===== src/rtl/expr_gen_if.sv =====
// Character stream handshake between expr_gen and its consumer.
interface expr_gen_if;
    logic [7:0] out_char;
    logic       out_valid;
    logic       out_ready;
    logic       out_last;

    modport master (output out_char, output out_valid, output out_last, input  out_ready);
    modport slave  (input  out_char, input  out_valid, input  out_last, output out_ready);
endinterface


===== src/rtl/expr_gen.sv =====
// Pseudo-random generator of well-formed arithmetic expressions over a valid/ready stream.
// Optional EXPR_GEN_ERR_INJECT_EN adds err_inj: a stray "+" before the terminator.
module expr_gen #(
    parameter logic [15:0] SEED = 16'hACE1,
    parameter logic [7:0]  TERM = 8'h3B
) (
    input  logic        clk,
    input  logic        clr,
    input  logic        start,
    input  logic [7:0]  len,
    input  logic [15:0] seed,
    output logic        busy,
`ifdef EXPR_GEN_ERR_INJECT_EN
    input  logic        err_inj,
`endif
    expr_gen_if.master  o
);
    typedef enum logic [2:0] {IDLE, START, TOP_OP, TOP_NUM, LP, IN_NUM, IN_OP, DONE} state_t;
    typedef struct packed {
        logic [7:0] ch;
        logic       last;
        state_t     nxt;
    } emit_t;

    function automatic logic [15:0] lfsr_step(input logic [15:0] v);
        return v[0] ? ((v >> 1) ^ 16'hB400) : (v >> 1);
    endfunction

    function automatic logic [7:0] digit(input logic [3:0] n);
        return 8'h30 + {4'd0, (n < 4'd10) ? n : n - 4'd10};
    endfunction

    // Character produced in state st; nxt is the state that picks the following character.
    function automatic emit_t pick(input state_t st, input logic [6:0] v,
                                   input logic [9:0] c, input logic [9:0] l, input logic inj);
        emit_t e;
        e.ch   = digit(v[3:0]);
        e.last = 1'b0;
        e.nxt  = TOP_NUM;
        case (st)
            START, TOP_OP: if (c + 10'd3 <= l && v[5]) begin
                e.ch  = 8'h28;
                e.nxt = LP;
            end
            TOP_NUM: if (c + 10'd2 > l) begin
                if (inj) begin
                    e.ch  = 8'h2B;
                    e.nxt = DONE;
                end else begin
                    e.ch   = TERM;
                    e.last = 1'b1;
                    e.nxt  = IDLE;
                end
            end else begin
                e.ch  = v[4] ? 8'h2A : 8'h2B;
                e.nxt = TOP_OP;
            end
            LP, IN_OP: e.nxt = IN_NUM;
            IN_NUM: if (c + 10'd3 > l || v[6]) begin
                e.ch  = 8'h29;
                e.nxt = TOP_NUM;
            end else begin
                e.ch  = v[4] ? 8'h2A : 8'h2B;
                e.nxt = IN_OP;
            end
            default: begin
                e.ch   = TERM;
                e.last = 1'b1;
                e.nxt  = IDLE;
            end
        endcase
        return e;
    endfunction

    state_t      state_q, state_d;
    logic [15:0] lfsr_q, lfsr_d;
    logic [9:0]  cnt_q, cnt_d;
    logic [7:0]  len_q, len_d;
    logic [7:0]  char_q, char_d;
    logic        busy_q, busy_d;
    logic        valid_q, valid_d;
    logic        last_q, last_d;
    logic        inj_q, inj_d;
    logic        inj_start;
    logic [15:0] seed_eff, lfsr_nx;
    logic [7:0]  len_eff;
    emit_t       em;

`ifdef EXPR_GEN_ERR_INJECT_EN
    assign inj_start = err_inj;
`else
    assign inj_start = 1'b0;
`endif

    // state_q holds the state that will pick the character after the one on out_char.
    always_comb begin
        seed_eff = (seed == 16'd0) ? SEED : seed;
        len_eff  = (len == 8'd0) ? 8'd1 : len;
        lfsr_nx  = lfsr_step(lfsr_q);
        if (busy_q)
            em = pick(state_q, lfsr_nx[6:0], cnt_q + 10'd1, {2'b00, len_q}, inj_q);
        else
            em = pick(START, seed_eff[6:0], 10'd0, {2'b00, len_eff}, inj_start);

        state_d = state_q;
        lfsr_d  = lfsr_q;
        cnt_d   = cnt_q;
        len_d   = len_q;
        char_d  = char_q;
        busy_d  = busy_q;
        valid_d = valid_q;
        last_d  = last_q;
        inj_d   = inj_q;

        if (!busy_q) begin
            if (start) begin
                busy_d  = 1'b1;
                valid_d = 1'b1;
                len_d   = len_eff;
                lfsr_d  = seed_eff;
                cnt_d   = 10'd0;
                inj_d   = inj_start;
                char_d  = em.ch;
                last_d  = em.last;
                state_d = em.nxt;
            end
        end else if (valid_q && o.out_ready) begin
            lfsr_d = lfsr_nx;
            if (last_q) begin
                busy_d  = 1'b0;
                valid_d = 1'b0;
                last_d  = 1'b0;
                state_d = IDLE;
            end else begin
                cnt_d   = cnt_q + 10'd1;
                char_d  = em.ch;
                last_d  = em.last;
                state_d = em.nxt;
            end
        end
    end

    always_ff @(posedge clk) begin
        if (clr) begin
            state_q <= IDLE;
            lfsr_q  <= SEED;
            cnt_q   <= 10'd0;
            len_q   <= 8'd0;
            char_q  <= 8'h00;
            busy_q  <= 1'b0;
            valid_q <= 1'b0;
            last_q  <= 1'b0;
            inj_q   <= 1'b0;
        end else begin
            state_q <= state_d;
            lfsr_q  <= lfsr_d;
            cnt_q   <= cnt_d;
            len_q   <= len_d;
            char_q  <= char_d;
            busy_q  <= busy_d;
            valid_q <= valid_d;
            last_q  <= last_d;
            inj_q   <= inj_d;
        end
    end

    assign busy        = busy_q;
    assign o.out_char  = char_q;
    assign o.out_valid = valid_q;
    assign o.out_last  = last_q;
endmodule


===== src/flat_wrapper.sv =====
// flat-port wrapper written by rule: the top's interface ports become plain ports
module expr_gen_flat 
#(
    parameter logic [15:0] SEED = 16'hACE1,
    parameter logic [7:0]  TERM = 8'h3B
)
  (clk, clr, start, len, seed, busy, o_out_char, o_out_valid, o_out_last, o_out_ready);
  expr_gen_if o_i ();
  input  logic clk;
  input  logic clr;
  input  logic start;
  input  logic [7:0] len;
  input  logic [15:0] seed;
  output logic busy;
  output wire logic [$bits(o_i.out_char)-1:0] o_out_char;
  output wire logic [$bits(o_i.out_valid)-1:0] o_out_valid;
  output wire logic [$bits(o_i.out_last)-1:0] o_out_last;
  input wire logic [$bits(o_i.out_ready)-1:0] o_out_ready;
  assign o_out_char = o_i.out_char;
  assign o_out_valid = o_i.out_valid;
  assign o_out_last = o_i.out_last;
  assign o_i.out_ready = o_out_ready;
  expr_gen #(.SEED(SEED), .TERM(TERM)) u_core (.clk(clk), .clr(clr), .start(start), .len(len), .seed(seed), .busy(busy), .o(o_i));
endmodule

===== config.mk =====
export PLATFORM = sky130hd
export DESIGN_NAME = expr_gen_flat
export DESIGN_NICKNAME = d
export VERILOG_FILES = /design/src/rtl/expr_gen_if.sv /design/src/rtl/expr_gen.sv /design/src/flat_wrapper.sv
export SDC_FILE = /design/constraint.sdc
export NUM_CORES = 1
export LEC_CHECK = 0
export CAP_MARGIN = 25
export CORE_MARGIN = 4
export CORE_UTILIZATION = 50
export CTS_CLUSTER_DIAMETER = 60
export DETAILED_ROUTE_END_ITERATION = 16
export GPL_TIMING_DRIVEN = 0
export PLACE_DENSITY = 0.73
export SYNTH_ARGS = -nofsm -noshare
export SYNTH_HDL_FRONTEND = slang
export SYNTH_SLANG_ARGS = --single-unit

===== constraint.sdc =====
create_clock -name clk -period 4.9 [get_ports clk]
set_input_delay 0.98 -clock clk [delete_from_list [all_inputs] [get_ports clk]]
set_output_delay 0.98 -clock clk [all_outputs]
set_load 0.005 [all_outputs]

# Yosys cells after proc, flatten, opt, wreduce, memory -nomap -nowiden
# Index checks and enable logic that the tools add are counted.
[totals]
regBits = 48
input_bits = 28
output_inout_bits = 11
[classes]
add_sub_neg = 7
n_lt_le_gt_ge = 6
n_eq_ne = 9
n_mux = 46
n_bitwise = 2
reduce_logical = 14
[op_table]
columns = ["op", "count"]
rows = [
  ["16-bit 2-to-1 mux", 5],
  ["8-bit 2-to-1 mux", 9],
  ["10-bit 2-to-1 mux", 4],
  ["8-bit case mux with 4 select lines", 1],
  ["3-bit 2-to-1 mux", 7],
  ["10-bit by 2-bit adder with 10-bit output (second input constant)", 2],
  ["10-bit by 8-bit greater-than comparator with 1-bit output", 2],
  ["16-bit zero test", 1],
  ["6-bit by 4-bit adder with 7-bit output (first input constant)", 2],
  ["1-bit 2-to-1 mux", 14],
  ["12-bit 2-to-1 mux", 1],
  ["3-bit case mux with 4 select lines", 1],
  ["10-bit by 1-bit adder with 10-bit output (second input constant)", 1],
  ["10-bit by 8-bit <= comparator with 1-bit output", 1],
  ["3-bit == test (second input constant)", 3],
  ["2-bit by 8-bit <= comparator with 1-bit output (first input constant)", 1],
  ["8-bit zero test", 1],
  ["4-bit less-than comparator (second input constant)", 2],
  ["4-bit 2-to-1 mux", 2],
  ["4-bit subtractor (second input constant)", 2],
  ["3-bit by 2-bit == test with 1-bit output (second input constant)", 2],
  ["2-bit != test (second input constant)", 3],
  ["3-bit AND reduction", 2],
  ["5-bit OR reduction", 1],
  ["other kinds (10)", 14],
]

# Longest topological paths before layout
[depth]
word_depth = 11
depth_mapped = 16
depth_no_buf = 15

# Worst setup path after synthesis
# Ideal clock, no wire load.
[synth_timing]
kind = "reg-to-reg"
from = "register u_core.cnt_q[1]"
to = "register u_core.state_q[2]"
setup_ps = 112
t_arrival_ps = 3253
path_slack_ps = 1534
path_stages_with_launch = 17
path_buffers = 1
cell_sequence = "dfxtp_1 > ha_1 > buf_2 > xor2_1 > ha_1 > inv_1 > xnor2_1 > a21oi_1 > xor2_1 > ha_1 > a21oi_1 > o21ai_0 > and3_1 > o21ai_0 > and3_4 > a211oi_1 > a2111oi_1"
[synth_via]
elab_chain_len = 10
elab_cells_between_ends = 14
[synth_lines]
columns = ["item", "line", "text"]
rows = [
  ["start: declaration", "expr_gen.sv:77", "logic [9:0] cnt_q, cnt_d;"],
  ["start signal: assignment", "expr_gen.sv:157", "cnt_q <= cnt_d;"],
  ["10-bit by 1-bit adder with 10-bit output (*)", "expr_gen.sv:101", "em = pick(state_q, lfsr_nx[6:0], cnt_q + 10'd1, {2'b00, len_q}, inj_q);"],
  ["10-bit by 2-bit adder with 10-bit output (*)", "expr_gen.sv:41, expr_gen.sv:59", ""],
  ["10-bit by 8-bit greater-than comparator with 1-bit output or 10-bit by 8-bit <= comparator with 1-bit output (tied branches)", "expr_gen.sv:59, expr_gen.sv:41", ""],
  ["1-bit logical OR or 1-bit logical AND (tied branches)", "expr_gen.sv:59, expr_gen.sv:41", ""],
  ["3-bit 2-to-1 mux, on equally long branches", "expr_gen.sv:59, expr_gen.sv:41", ""],
  ["3-bit case mux with 4 select lines (*)", "expr_gen.sv:40", "case (st)"],
  ["12-bit 2-to-1 mux (*)", "expr_gen.sv:100", "if (busy_q)"],
  ["3-bit 2-to-1 mux", "expr_gen.sv:129", "if (last_q) begin"],
  ["3-bit 2-to-1 mux", "expr_gen.sv:127", "end else if (valid_q && o.out_ready) begin"],
  ["3-bit 2-to-1 mux (*)", "expr_gen.sv:115", "if (!busy_q) begin"],
  ["end signal: assignment", "expr_gen.sv:155", "state_q <= state_d;"],
  ["end: declaration", "expr_gen.sv:75", "state_t state_q, state_d;"],
]
# Every way passes the cells marked *; elsewhere a longest branch is shown, timed or not. The select of a mux whose other input is x is not followed.
# A chain may end at the register's enable or synchronous reset.

# Worst setup path after layout
[layout_timing]
from = "register u_core.cnt_q[1]"
to = "register u_core.char_q[3], in the netlist u_core.o.out_char[3]"
[layout_via]
elab_chain_len = 10
elab_cells_between_ends = 11
[layout_lines]
columns = ["item", "line", "text"]
rows = [
  ["10-bit by 1-bit adder with 10-bit output (*)", "expr_gen.sv:101", ""],
  ["10-bit by 2-bit adder with 10-bit output (*)", "expr_gen.sv:41", "START, TOP_OP: if (c + 10'd3 <= l && v[5]) begin"],
  ["10-bit by 8-bit <= comparator with 1-bit output (*)", "expr_gen.sv:41", ""],
  ["1-bit logical AND (*)", "expr_gen.sv:41", ""],
  ["8-bit 2-to-1 mux (*)", "expr_gen.sv:41", ""],
  ["8-bit case mux with 4 select lines (*)", "expr_gen.sv:40", ""],
  ["12-bit 2-to-1 mux (*)", "expr_gen.sv:100", ""],
  ["8-bit 2-to-1 mux", "expr_gen.sv:129", ""],
  ["8-bit 2-to-1 mux", "expr_gen.sv:127", ""],
  ["8-bit 2-to-1 mux (*)", "expr_gen.sv:115", ""],
  ["end signal: assignment", "expr_gen.sv:159", "char_q <= char_d;"],
  ["end: declaration", "expr_gen.sv:79", "logic [7:0] char_q, char_d;"],
]
# Marks and branches as above.

==> impl_metrics.csv <==
group,metric,value,unit
hold_path,hp-class,"flip-flop to flip-flop",
synth,synth_cells,435,
grt,grt_remaining_overflow,0,
setup_path,required,5.13,ns
cts,clk_pin_slew,0.09,ns
timing,layout_min_cycle_time,4.209,ns
synth,synth_seq_area_share,28.03,%
final_layout,nets,527,
detailed_routing,totalWireLength,8938,µm
synth,synth_area_leader_cell,"dfxtp_1",
die,start_util,51.74,%
synth,synthTopCellsByArea,"dfxtp_1 28%, ha_1 8.0%, a21oi_1 6.4%",
synth,synth_top_family_by_area,"compound AO/OA/AOI/OAI gates",
final_layout,final_cell_count_no_fill,556,
final_layout,n_antenna_cell,0,
synth,synth_top_area_share,28.03,%
place,place_area,3736,µm²
die,dieArea,7933,µm²
timing,skew,0.007766,ns
timing,setup_tns,0,ns
timing,slew_headroom,48.79,%
timing,whs,0.4592,ns
power_and_ir_drop,combPwrFrac,24.8,%
final_layout,multi_input_area,2136,µm²
setup_path,cp_top_family,"compound AO/OA/AOI/OAI gates",
setup_path,r2r_start,"u_core.cnt_q[1]",
detailed_routing,wl_met1,3885,µm
synth,ys_warn_count,0,
detailed_routing,routed-wl-met3,433,µm
synth,synthAdderAreaFrac,7.997,%
grt,groute.usage.overall,23.89,%
cts,htreeDepth,2,
final_layout,ff_latch_area,920.9,µm²
final_layout,area_growth,17.06,%
synth,ys_types,57,
synth,synth_top_flop_cell,"dfxtp_1",
power_and_ir_drop,p_leak,0.001403,µW
power_and_ir_drop,p_sw,285.9,µW
synth,synth-seq-cells,46,
detailed_routing,drc,0,
setup_path,endpoint_kind,"flip-flop",
power_and_ir_drop,max-vdd-ir-drop,0.0001520,V
cts,clockRootBuffer,"clkbuf_8",
grt,grt_pass1_vias,3203,
die,rows,29,
synth,muxShareOfSynthArea,2.475,%
die,die_h,89.07,µm
final_layout,nFillCells,608,
power_and_ir_drop,pwr_density_cell,240.9,nW/µm²
power_and_ir_drop,intPower,640.5,µW
cts,numClockSinks,46,
place,finalWeightedCongestion,0.9177,
synth,syn-cell-area,3286,µm²
timing,tightest_slew,0.7653,ns
final_layout,post-route-util,60.57,%
place,port_buffers,35,
setup_path,crit_start,"u_core.cnt_q[1]",
timing,rsz0062_at_grt,"false",
synth,synth_edf_count,0,
synth,ys_async_sr_fraction,0,%
flow_run,max_cap_violations,0,
final_layout,final_area,3846,µm²
power_and_ir_drop,clkPwrFrac,29.9,%
detailed_routing,firstDrtPassIters,5,
detailed_routing,vias,3343,
synth,synth_compound_area_share,25.59,%
synth,synth-xor-area-share,6.131,%
setup_path,crit_path_max_fanout,9,
cts,postCtsSetupBuffers,0,
detailed_routing,maxUsedRoutingLayer,"met4",
cts,cts_tree,"done",
setup_path,max_stage_delay,0.49,ns
status,outcome,"complete, no violations",
die,die_w,89.07,µm
die,core_area,6350,µm²
setup_path,worstSetupPathType,"flip-flop to flip-flop",
timing,finalSetupViolations,0,
synth,synth_most_common_cell,"nand2_1",
grt,grt_max_degree,14,
timing,fmax,237.6,MHz
grt,grt_pass1_wl,15080,µm
place,dp_cells,548,
timing,maxSlewViolCount,0,
synth,avgSynthCellArea,7.553,µm²
die,io_pins,39,
power_and_ir_drop,seq_power_share,45.3,%
power_and_ir_drop,swShare,30.86,%
place,place_hpwl,6779,µm
detailed_routing,drt-vias-per-instance,6.013,
detailed_routing,ant_nets,0,
timing,fin_crit_sh,85.89,%
cts,numCtsBuffers,5,
cts,cts_resized,0,
setup_path,critPathLaunchType,"flip-flop",
cts,hold_buffers,0,
detailed_routing,wl_met2,4375,µm
hold_path,min_from,"u_core.len_q[3]",
synth,ys_top_cells_by_count,"51 x nand2_1, 46 x dfxtp_1, 42 x a21oi_1",
grt,antenna_found_initial,0,
detailed_routing,wire_per_inst,16.08,µm
synth,synth_simple_gate_area_share,22.58,%
detailed_routing,first_iter_violations,220,
setup_path,cp_cell_sequence,"ha_1, buf_2, xor2_1, ha_1, inv_1, xnor2_1, a21oi_1, xor2_1, ha_1, a21oi_1, o21ai_0, and3_1, o21ai_0, a41oi_2, a311o_1, a21oi_1",
cts,clock_latency,0.31,ns
final_layout,final_layout_size_suffix_gt1_share,5.846,%
setup_path,crit_slowest_cell,"dfxtp_1",
setup_path,cp.arrival,4.44,ns
timing,hold_viol_final,0,
cts,clockBufferDepth,2,
setup_path,crit_buf_inv,2,
-- cells by family (layout without fill, tap and decap cells) --
kind of cell | count (synthesis) | count (layout)
AO/OA/AOI/OAI | 123 | 123
adder cells (fa/ha/maj) | 21 | 21
other | 1 | 2
AND/OR/NAND/NOR | 157 | 157
flip-flops | 46 | 46
buffers and inverters | 56 | 99
XOR/XNOR | 23 | 23
multiplexers | 8 | 8
-- tightest hold or removal path, stage by stage (launching register included) --
cell and delay, ns:
dfxtp_1 0.32, nand2_1 0.05, a21oi_1 0.05
-- registers in the layout, summed over array words and instances, names as in the netlist --
| register | cells |
|---|---|
| u_core.lfsr_q | 16 |
| u_core.cnt_q | 10 |
| u_core.len_q | 8 |
| u_core.o.out_char | 6 |
| u_core.state_q | 3 |
| u_core.busy | 1 |
| u_core.o.out_last | 1 |
| u_core.o.out_valid | 1 |
-- per-stage QoR --
step,setup slack [ns],power [µW]
finish,0.6913,926.4
global route,0.3908,972.5
CTS,0.7884,927.1
detailed placement,0.8041,654.8
global placement,0.8676,649.9
floorplan,1.534,571.1
-- power groups by stage --
stage | Combinational, µW | Clock (µW) | Sequential [µW]
2_1_floorplan | 147 | 0 | 424
3_3_place_gp | 223 | 0 | 427
3_5_place_dp | 227 | 0 | 428
4_1_cts | 228 | 280 | 419
5_1_grt | 255 | 294 | 423
6_report | 230 | 277 | 419
-- path summary, 6_finish.rpt --
| kind | end | slack, ns | depth (start not counted) |
|---|---|---|---|
| worst max-delay path | u_core.o.out_char[3] | 0.69 | 16 |
| worst min-delay path | u_core.len_q[3] | 0.46 | 2 |
| worst max register to register | u_core.o.out_char[3] | 0.69 | 16 |
| worst min register to register | u_core.len_q[3] | 0.46 | 2 |
-- cell usage in the layout, fill, tap and decap left out, types with 14 or more instances in the layout --
cell,instances
nand2_1,51
dfxtp_1,46
a21oi_1,42
nor2_1,38
clkdlybuf4s50_1,35
inv_1,23
clkbuf_1,22
o21ai_0,21
nand3_1,21
ha_1,21
xnor2_1,15
a211oi_1,14
-- per-layer routing --
layer,GRT usage [%],up-vias
li1,-,1649
met1,30.33,1569
met2,41.70,102
met3,3.134,23
met4,8.119,0
met5,0,-
-- cell type report --
class / instances / area share, %
plain buffers: 33 / 3.806
repair buffers: 35 / 9.109
well taps: 77 / 2.505
multi-input cells: 334 / 55.53
flip-flops and latches: 46 / 23.94
inverters: 23 / 2.245
clock buffers: 8 / 2.863
Power figures use the tool's default switching activity.
